`src/rtl/fp_feeder_queue.sv`:
```
// fp_feeder_queue: bus front end feeding an in-order FP core, with a credit-limited result FIFO.
// Defining FP_FEEDER_PERF_CNT_EN adds the ISSUE_CNT and LAST_LAT counters.
module fp_feeder_queue #(
   parameter int XLEN = 32,
   parameter logic [XLEN-1:0] BASE_ADDR = 32'hC4100000,
   parameter int FIFO_DEPTH = 4,
   parameter int OP_W = 3
) (
   input  logic            clk_i,
   input  logic            rst_i,
   input  logic            en_i,
   input  logic            we_i,
   input  logic [XLEN-1:0] addr_i,
   input  logic [XLEN-1:0] data_i,
   output logic            ready_o,
   output logic [XLEN-1:0] data_o,
   output logic            fp_valid_o,
   output logic [XLEN-1:0] fp_a_o,
   output logic [XLEN-1:0] fp_b_o,
   output logic [OP_W-1:0] fp_op_o,
   input  logic            fp_result_valid_i,
   input  logic [XLEN-1:0] fp_result_i
);
   localparam int AW = $clog2(FIFO_DEPTH);
   localparam logic [4:0] OFF_A = 5'h00, OFF_B = 5'h04, OFF_RES = 5'h08, OFF_OP = 5'h0C, OFF_ST = 5'h10;
   logic [XLEN-1:0] mem [FIFO_DEPTH];
   logic [XLEN-1:0] a_q, b_q, rdata, status, perf_rd;
   logic [OP_W-1:0] op_q;
   logic [AW:0]     wr_ptr, rd_ptr, cnt, inflight;
   logic [AW+1:0]   outst;
   logic [4:0]      off;
   logic hit, acc, empty, full, udf, spur;
   logic is_b, is_res, stall, done, issue, pop, push, wr_a, wr_op, wr_st;
   assign off    = addr_i[4:0];
   assign hit    = addr_i[XLEN-1:5] == BASE_ADDR[XLEN-1:5];
   assign acc    = en_i && !ready_o;
   assign cnt    = wr_ptr - rd_ptr;
   assign empty  = cnt == '0;
   assign full   = cnt == (AW+1)'(FIFO_DEPTH);
   assign outst  = {1'b0, inflight} + {1'b0, cnt};
   assign is_b   = hit && off == OFF_B;
   assign is_res = hit && off == OFF_RES;
   // B writes wait for a credit; RESULT reads wait only while a result is still on its way
   assign stall  = acc && (we_i ? is_b && outst >= (AW+2)'(FIFO_DEPTH) : is_res && empty && inflight != '0);
   assign done   = acc && !stall;
   assign issue  = done && we_i && is_b;
   assign pop    = done && !we_i && is_res && !empty;
   assign push   = fp_result_valid_i && inflight != '0;
   assign wr_a   = done && we_i && hit && off == OFF_A;
   assign wr_op  = done && we_i && hit && off == OFF_OP;
   assign wr_st  = done && we_i && hit && off == OFF_ST;
   assign status = XLEN'({8'(cnt), 3'b000, spur, udf, inflight != '0, full, empty});
   assign rdata  = !hit ? '0 :
                   off == OFF_A ? a_q :
                   off == OFF_B ? b_q :
                   off == OFF_RES ? (empty ? '0 : mem[rd_ptr[AW-1:0]]) :
                   off == OFF_OP ? XLEN'(op_q) :
                   off == OFF_ST ? status : perf_rd;
   always_ff @(posedge clk_i or posedge rst_i)
      if (rst_i) begin
         ready_o    <= 1'b0;
         data_o     <= '0;
         fp_valid_o <= 1'b0;
         fp_a_o     <= '0;
         fp_b_o     <= '0;
         fp_op_o    <= '0;
         a_q        <= '0;
         b_q        <= '0;
         op_q       <= '0;
         inflight   <= '0;
         wr_ptr     <= '0;
         rd_ptr     <= '0;
         udf        <= 1'b0;
         spur       <= 1'b0;
      end else begin
         ready_o    <= done;
         fp_valid_o <= issue;
         data_o     <= done && !we_i ? rdata : '0;
         if (wr_a) a_q <= data_i;
         if (wr_op) op_q <= data_i[OP_W-1:0];
         if (issue) begin
            b_q     <= data_i;
            fp_a_o  <= a_q;
            fp_b_o  <= data_i;
            fp_op_o <= op_q;
         end
         inflight <= inflight + (AW+1)'(issue) - (AW+1)'(push);
         if (push) wr_ptr <= wr_ptr + (AW+1)'(1);
         if (pop) rd_ptr <= rd_ptr + (AW+1)'(1);
         udf  <= (done && !we_i && is_res && empty) || (udf && !(wr_st && data_i[3]));
         spur <= (fp_result_valid_i && inflight == '0) || (spur && !(wr_st && data_i[4]));
      end
   always_ff @(posedge clk_i)
      if (push) mem[wr_ptr[AW-1:0]] <= fp_result_i;
`ifdef FP_FEEDER_PERF_CNT_EN
   localparam logic [4:0] OFF_IC = 5'h14, OFF_LL = 5'h18;
   logic [31:0]   issue_cnt, last_lat;
   logic [31:0]   age [FIFO_DEPTH];
   logic [AW-1:0] is_slot, rs_slot;
   logic          clr;
   assign clr     = done && we_i && hit && off == OFF_IC;
   assign perf_rd = off == OFF_IC ? XLEN'(issue_cnt) : off == OFF_LL ? XLEN'(last_lat) : '0;
   // one saturating age counter per in-flight op, allocated and retired in issue order
   always_ff @(posedge clk_i or posedge rst_i)
      if (rst_i) begin
         issue_cnt <= '0;
         last_lat  <= '0;
         is_slot   <= '0;
         rs_slot   <= '0;
         for (int i = 0; i < FIFO_DEPTH; i++) age[i] <= '0;
      end else begin
         for (int i = 0; i < FIFO_DEPTH; i++) age[i] <= age[i] + 32'(age[i] != '1);
         if (issue) begin
            age[is_slot] <= '0;
            is_slot      <= is_slot + AW'(1);
         end
         if (push) begin
            last_lat <= age[rs_slot];
            rs_slot  <= rs_slot + AW'(1);
         end
         if (clr) last_lat <= '0;
         issue_cnt <= clr ? '0 : issue_cnt + 32'(issue);
      end
`else
   assign perf_rd = '0;
`endif
endmodule
```
`config.mk`:
```
export PLATFORM = sky130hd
export DESIGN_NAME = fp_feeder_queue
export DESIGN_NICKNAME = d
export VERILOG_FILES = /design/src/rtl/fp_feeder_queue.sv
export SDC_FILE = /design/constraint.sdc
export NUM_CORES = 1
export LEC_CHECK = 0
export CAP_MARGIN = 20
export CELL_PAD_IN_SITES_DETAIL_PLACEMENT = 1
export CELL_PAD_IN_SITES_GLOBAL_PLACEMENT = 2
export CORE_UTILIZATION = 41
export CTS_CLUSTER_DIAMETER = 60
export DETAILED_ROUTE_END_ITERATION = 10
export HOLD_SLACK_MARGIN = 0.03
export PLACE_DENSITY_LB_ADDON = 0.1
export SETUP_SLACK_MARGIN = 0.15
export SLEW_MARGIN = 20
export SYNTH_ARGS = -nofsm -noshare
export SYNTH_HDL_FRONTEND = slang
export SYNTH_SLANG_ARGS = --single-unit
```
`constraint.sdc`:
```
create_clock -name clk_i -period 15.5 [get_ports clk_i]
set_input_delay 3.875 -clock clk_i [delete_from_list [all_inputs] [get_ports clk_i]]
set_output_delay 3.875 -clock clk_i [all_outputs]
set_load 0.005 [all_outputs]
```
# Word level (Yosys, flattened, before mapping)
# Memories as Yosys holds them, arrays and structs flattened.
# Cells that the tools add are included.
[word_totals]
register_bits = 147
latchBits = 0
ramBits = 128
rom_bits = 0
in_bits = 101
output_inout_bits = 101
memories = 1
[classes]
n_addsub = 6
n_mul = 0
n_div = 0
magnitude_cmp = 1
n_eq_ne = 6
n_shift = 0
muxes = 11
bitwise_logic = 0
reduce_logical = 36
[mem_list]
columns = ["name", "words", "word_bits", "read_ports", "rd_ports_with_merged_regs", "wr", "line", "source"]
rows = [
  ["mem", 4, 32, 1, 0, 1, "26", "logic [XLEN-1:0] mem [FIFO_DEPTH];"],
]
[op_table]
columns = ["op", "count"]
rows = [
  ["$mux W32", 6],
  ["$eq A27 B27 Y1 const B", 1],
  ["$logic_and A1 B1 Y1", 24],
  ["$mux W11", 2],
  ["$eq A5 B4 Y1 const B", 2],
  ["$add A3 B1 Y3 const B", 2],
  ["$logic_not A1 Y1", 6],
  ["$logic_not A3 Y1", 2],
  ["$eq A5 B3 Y1 const B", 1],
  ["$eq A5 B5 Y1 const B", 1],
  ["$logic_not A5 Y1", 1],
  ["$add A3 B3 Y4", 1],
  ["$ge A4 B3 Y1 const B", 1],
  ["$add A3 B1 Y3", 1],
  ["$eq A3 B3 Y1 const B", 1],
  ["$mux W1", 3],
  ["$reduce_bool A3 Y1", 1],
  ["$sub A3 B1 Y3", 1],
  ["$sub A3 B3 Y3", 1],
  ["$logic_or A1 B1 Y1", 2],
]

# Depth between registers and ports, before layout
[logic_depth]
word_depth = 15
ltp_mapped = 16
mapped_depth_nobuf = 15

# Least setup slack after synthesis
# Ideal clock, no wire load.
[synth_path]
path_kind = "input to register"
from = "input port addr_i[15]"
to = "register inflight[2]"
setup_time_ps = 123
arrival_ps = 6266
required_time_ps = 15377
setup_slack_ps = 9111
cell_stages = 11
n_path_buf = 1
cell_sequence = "nor4_2 -> nand4_2 -> nor4_4 -> buf_4 -> inv_1 -> ha_1 -> inv_1 -> ha_1 -> fa_1 -> xor2_1 -> xnor2_1"
[synth_between]
elab_chain_cells = 12
elab_cells_between_ends = 14
[synth_rtl]
columns = ["element", "line", "source"]
rows = [
  ["from (decl)", "13", "input logic [XLEN-1:0] addr_i,"],
  ["$eq A27 B27 Y1 *", "35", "assign hit = addr_i[XLEN-1:5] == BASE_ADDR[XLEN-1:5];"],
  ["$logic_and A1 B1 Y1", "42", "assign is_res = hit && off == OFF_RES;"],
  ["$logic_and A1 B1 Y1 (2 in series)", "44", "assign stall = acc && (we_i ? is_b && outst >= (AW+2)'(FIFO_DEPTH) : is_res && empty && inflight != '0);"],
  ["$mux W1", "44", ""],
  ["$logic_and A1 B1 Y1", "44", ""],
  ["$logic_not A1 Y1", "45", "assign done = acc && !stall;"],
  ["$logic_and A1 B1 Y1", "45", ""],
  ["$logic_and A1 B1 Y1", "46", "assign issue = done && we_i && is_b;"],
  ["$logic_and A1 B1 Y1 *", "46", ""],
  ["via issue", "33", "logic is_b, is_res, stall, done, issue, pop, push, wr_a, wr_op, wr_st;"],
  ["$add A3 B1 Y3 *", "87", "inflight <= inflight + (AW+1)'(issue) - (AW+1)'(push);"],
  ["$sub A3 B1 Y3 *", "87", ""],
  ["to (signal assigned)", "87", ""],
  ["to (decl)", "29", "logic [AW:0] wr_ptr, rd_ptr, cnt, inflight;"],
]
# Mark *: on every way through the listed nets, which the timed path passes. The rest lies on a longest branch.
# A chain may end at the register's enable or synchronous reset.

# Worst setup path after layout
[layout_path]
from = "input port addr_i[2]"
to = "register a_q[13]"
[layout_between]
elab_chain_cells = 11
elab_cells_between_ends = 15
[layout_rtl]
columns = ["element", "line", "source"]
rows = [
  ["$eq A5 B4 Y1", "42", ""],
  ["$logic_and A1 B1 Y1", "42", ""],
  ["$logic_and A1 B1 Y1 (2 in series)", "44", ""],
  ["$mux W1", "44", ""],
  ["$logic_and A1 B1 Y1", "44", ""],
  ["$logic_not A1 Y1", "45", ""],
  ["$logic_and A1 B1 Y1", "45", ""],
  ["$logic_and A1 B1 Y1 (2 in series)", "49", "assign wr_a = done && we_i && hit && off == OFF_A;"],
  ["$logic_and A1 B1 Y1 *", "49", ""],
  ["to (signal assigned)", "79", "if (wr_a) a_q <= data_i;"],
  ["to (decl)", "27", "logic [XLEN-1:0] a_q, b_q, rdata, status, perf_rd;"],
]
# Every way passes the cells marked *; elsewhere a longest branch is shown, timed or not.

==> flow_metrics.tcl <==
set metrics [dict create \
    placed_cells 1156 \
    num_io_pins 202 \
    nNetsFinal 966 \
    powerDensity_nw_per_um2 123 \
    wl_per_cell_um 23.2 \
    place_ws_ns 8.57 \
    rr_worst_depth 10 \
    fmax_ghz 0.157 \
    drive_gt1_share_pct 22.8 \
    clock_sinks 275 \
    final_common_cell "clkdlybuf4s50_1" \
    ff2ff_setup_slack_ns 10.76 \
    cts_tree "built" \
    cts_setup_buffers 0 \
    ys_seq_area_share_pct 68.2 \
    violations "design-rule violations" \
    port_buffers 201 \
    clk_pin_slew_worst_paths_ns 0.06 \
    dpl.hpwl_mm 18.8 \
    fin_cells 1212 \
    hp-class "flop to flop" \
    timing.rr.start "rd_ptr[0]" \
    fin_ws_ns 9.15 \
    p_leak_nw 5.68 \
    async_flop_share_pct 53.5 \
    skew_ns 0.0203 \
    htreeDepth 1 \
    hold_end "wr_ptr[2]" \
    final_cell_mix "clkdlybuf4s50_1, dfrtp_1, edfxtp_1" \
    cts_buffer_depth 3 \
    die_w_um 166 \
    cp.required_ns 15.93 \
    cp_data_arrival_time_ns 6.78 \
    cts_root_buf "clkbuf_16" \
    maxCapViolations 0 \
    cp_max_fo 25 \
    seq_area_um2 7520 \
    finalCritPeriodShare_pct 41.0 \
    slew_viol_final 0 \
    start_kind "input port" \
    synth_edf_count 128 \
    grt_overflow 0 \
    rsz0062_at_grt "no" \
    synth_fp_nets 763 \
    first_iter_violations 361 \
    via_per_inst 5.39 \
    grt_usage_pct 20.8 \
    multiInputGateArea_um2 3280 \
    yosysWarnings 0 \
    insertion_delay_ns 0.56 \
    fillers 2416 \
    globalplace.congestion 0.780 \
    holdPathStages 1 \
    hp-start "wr_ptr[2]" \
    grt_pass1_vias 7184 \
    fin_setup_tns_ns 0 \
    r2r-end "fp_a_o[18]" \
    synthCells 650 \
    worst_pin_slew_ns 0.988 \
    outcome "finished, violations left" \
    ir_drop_mv 0.0981 \
    drtAntennaViolNets 0 \
    grt_pass1_wl_mm 43.8 \
    row_count 59 \
    dr.pass1.iters 9 \
    avgSynthCellArea_um2 17.0 \
    worstSetupPathType "input port to flop" \
    area.growth.synth_to_final_pct 30.1 \
    postCtsHoldBufs 0 \
    routed_wl_mm 28.1 \
    die_y_um 166 \
    finalHoldViolations 0 \
    ys_seq_elements 275 \
    synth_area_um2 11000 \
    core_area_um2 26200 \
    diodes 0 \
    period_minus_slack_ns 6.35 \
    post_cts_resized 0 \
    setup_violations 0 \
    vias 6535 \
    synth_cell_types 54 \
    grt_max_degree 102 \
    antenna_found_initial 0 \
    worstSetupEndpointType "flop" \
    ys.flop_type "dfrtp_1" \
    drc 14 \
    start_util_pct 42.1 \
    maxSlewHeadroom_pct 34.1 \
    die_area_um2 27600 \
    numCtsBuffers 30 \
]
## registers in the layout, indices dropped and copies added, names as in the netlist, 32 cells and up
name / count
fp_a_o: 32
data_o: 32
b_q: 32
mem: 128
a_q: 32
## how the worst max path moves through the flow
stage	from	end	slack (ns)	depth (start not counted)
floorplan	rst_i	a_q[0]	7.67	1
finish	addr_i[2]	a_q[13]	9.15	6
global route	addr_i[3]	fp_a_o[18]	8.92	6
detailed placement	addr_i[5]	a_q[4]	8.57	6
CTS	addr_i[5]	a_q[13]	9.14	6
global placement	addr_i[2]	a_q[14]	8.60	6
## power breakdown
| group | internal, W | switching (W) | total [W] |
|---|---|---|---|
| combinational | 0.0000707 | 0.000114 | 0.000185 |
| sequential | 0.000850 | 0.0000232 | 0.000873 |
| clock | 0.000408 | 0.000301 | 0.000708 |
## final cells by class
class / count / area share [%]
Tap cell: 335 / 2.92
Inverter: 13 / 0.375
Timing Repair Buffer: 209 / 14.4
Sequential cell: 275 / 52.4
Clock buffer: 34 / 5.55
Multi-Input combinational cell: 324 / 22.9
Clock inverter: 22 / 1.41
## critical path, stage by stage
cell and delay [ns]:
clkdlybuf4s50_1 0.59, nor4_2 0.60, nand2b_2 0.16, nor4_4 0.61, buf_4 0.52, mux2_2 0.39
## stage by stage
stage	utilization (%)	area (µm²)	power [W]	hold WS [ns]
final	54.8	14400	0.00177	0.482
after global routing	54.8	14400	0.00184	0.509
after CTS	54.8	14400	0.00179	0.486
after detailed placement	50.9	13400	0.00108	0.476
after global placement	50.9	13400	0.00106	0.469
after floorplan	-	11000	0.000983	0.452
## cell usage after synthesis, types with 2 or more instances
cell      count  area (µm²)
buf_4         5        37.5
nand2_1      11        41.3
xnor2_1       2        17.5
mux4_2       32         721
nor4_2        4        50.1
o31ai_1       2        15.0
nor4b_1       2        17.5
nor2_1       33         124
buf_6         2        22.5
a21oi_1       2        10.0
edfxtp_1    128        3840
ha_1         10         125
o21ai_0       3        15.0
mux2_1       11         124
buf_2        12        60.1
and3b_1       2        17.5
xor2_1        4        35.0
inv_1        13        48.8
nor4_4        2        42.5
a211oi_1     26         195
a221oi_1      2        17.5
clkbuf_1     18        67.6
nor4_1        4        25.0
mux2_2       92        1040
nand3_1       5        25.0
or3_1         2        12.5
a311oi_1      5        43.8
dfrtp_1     147        3680
fa_1          2        40.0
a22oi_1      28         210
nor3b_1       4        30.0
and3_1        5        31.3
nor3_1        5        25.0
nand2b_1      5        31.3
## cells by family after synthesis
kind of cell | after synthesis | share of synthesized area [%]
flip-flops | 275 | 68.2
multiplexers | 136 | 17.1
AND/OR/NAND/NOR | 93 | 5.01
AO/OA/AOI/OAI | 76 | 5.29
buffers and inverters | 51 | 2.18
adder cells (fa/ha/maj) | 12 | 1.50
XOR/XNOR | 7 | 0.681
## metal layers
metal | global-route usage [%] | vias to the layer above | wire, µm
li1 | - | 2927 | -
met1 | 29.8 | 3391 | 13100
met2 | 33.1 | 183 | 13100
met3 | 4.17 | 34 | 1490
met4 | 4.19 | 0 | 455
met5 | 0 | - | 0
No activity file was read; power rests on OpenSTA's default activity.
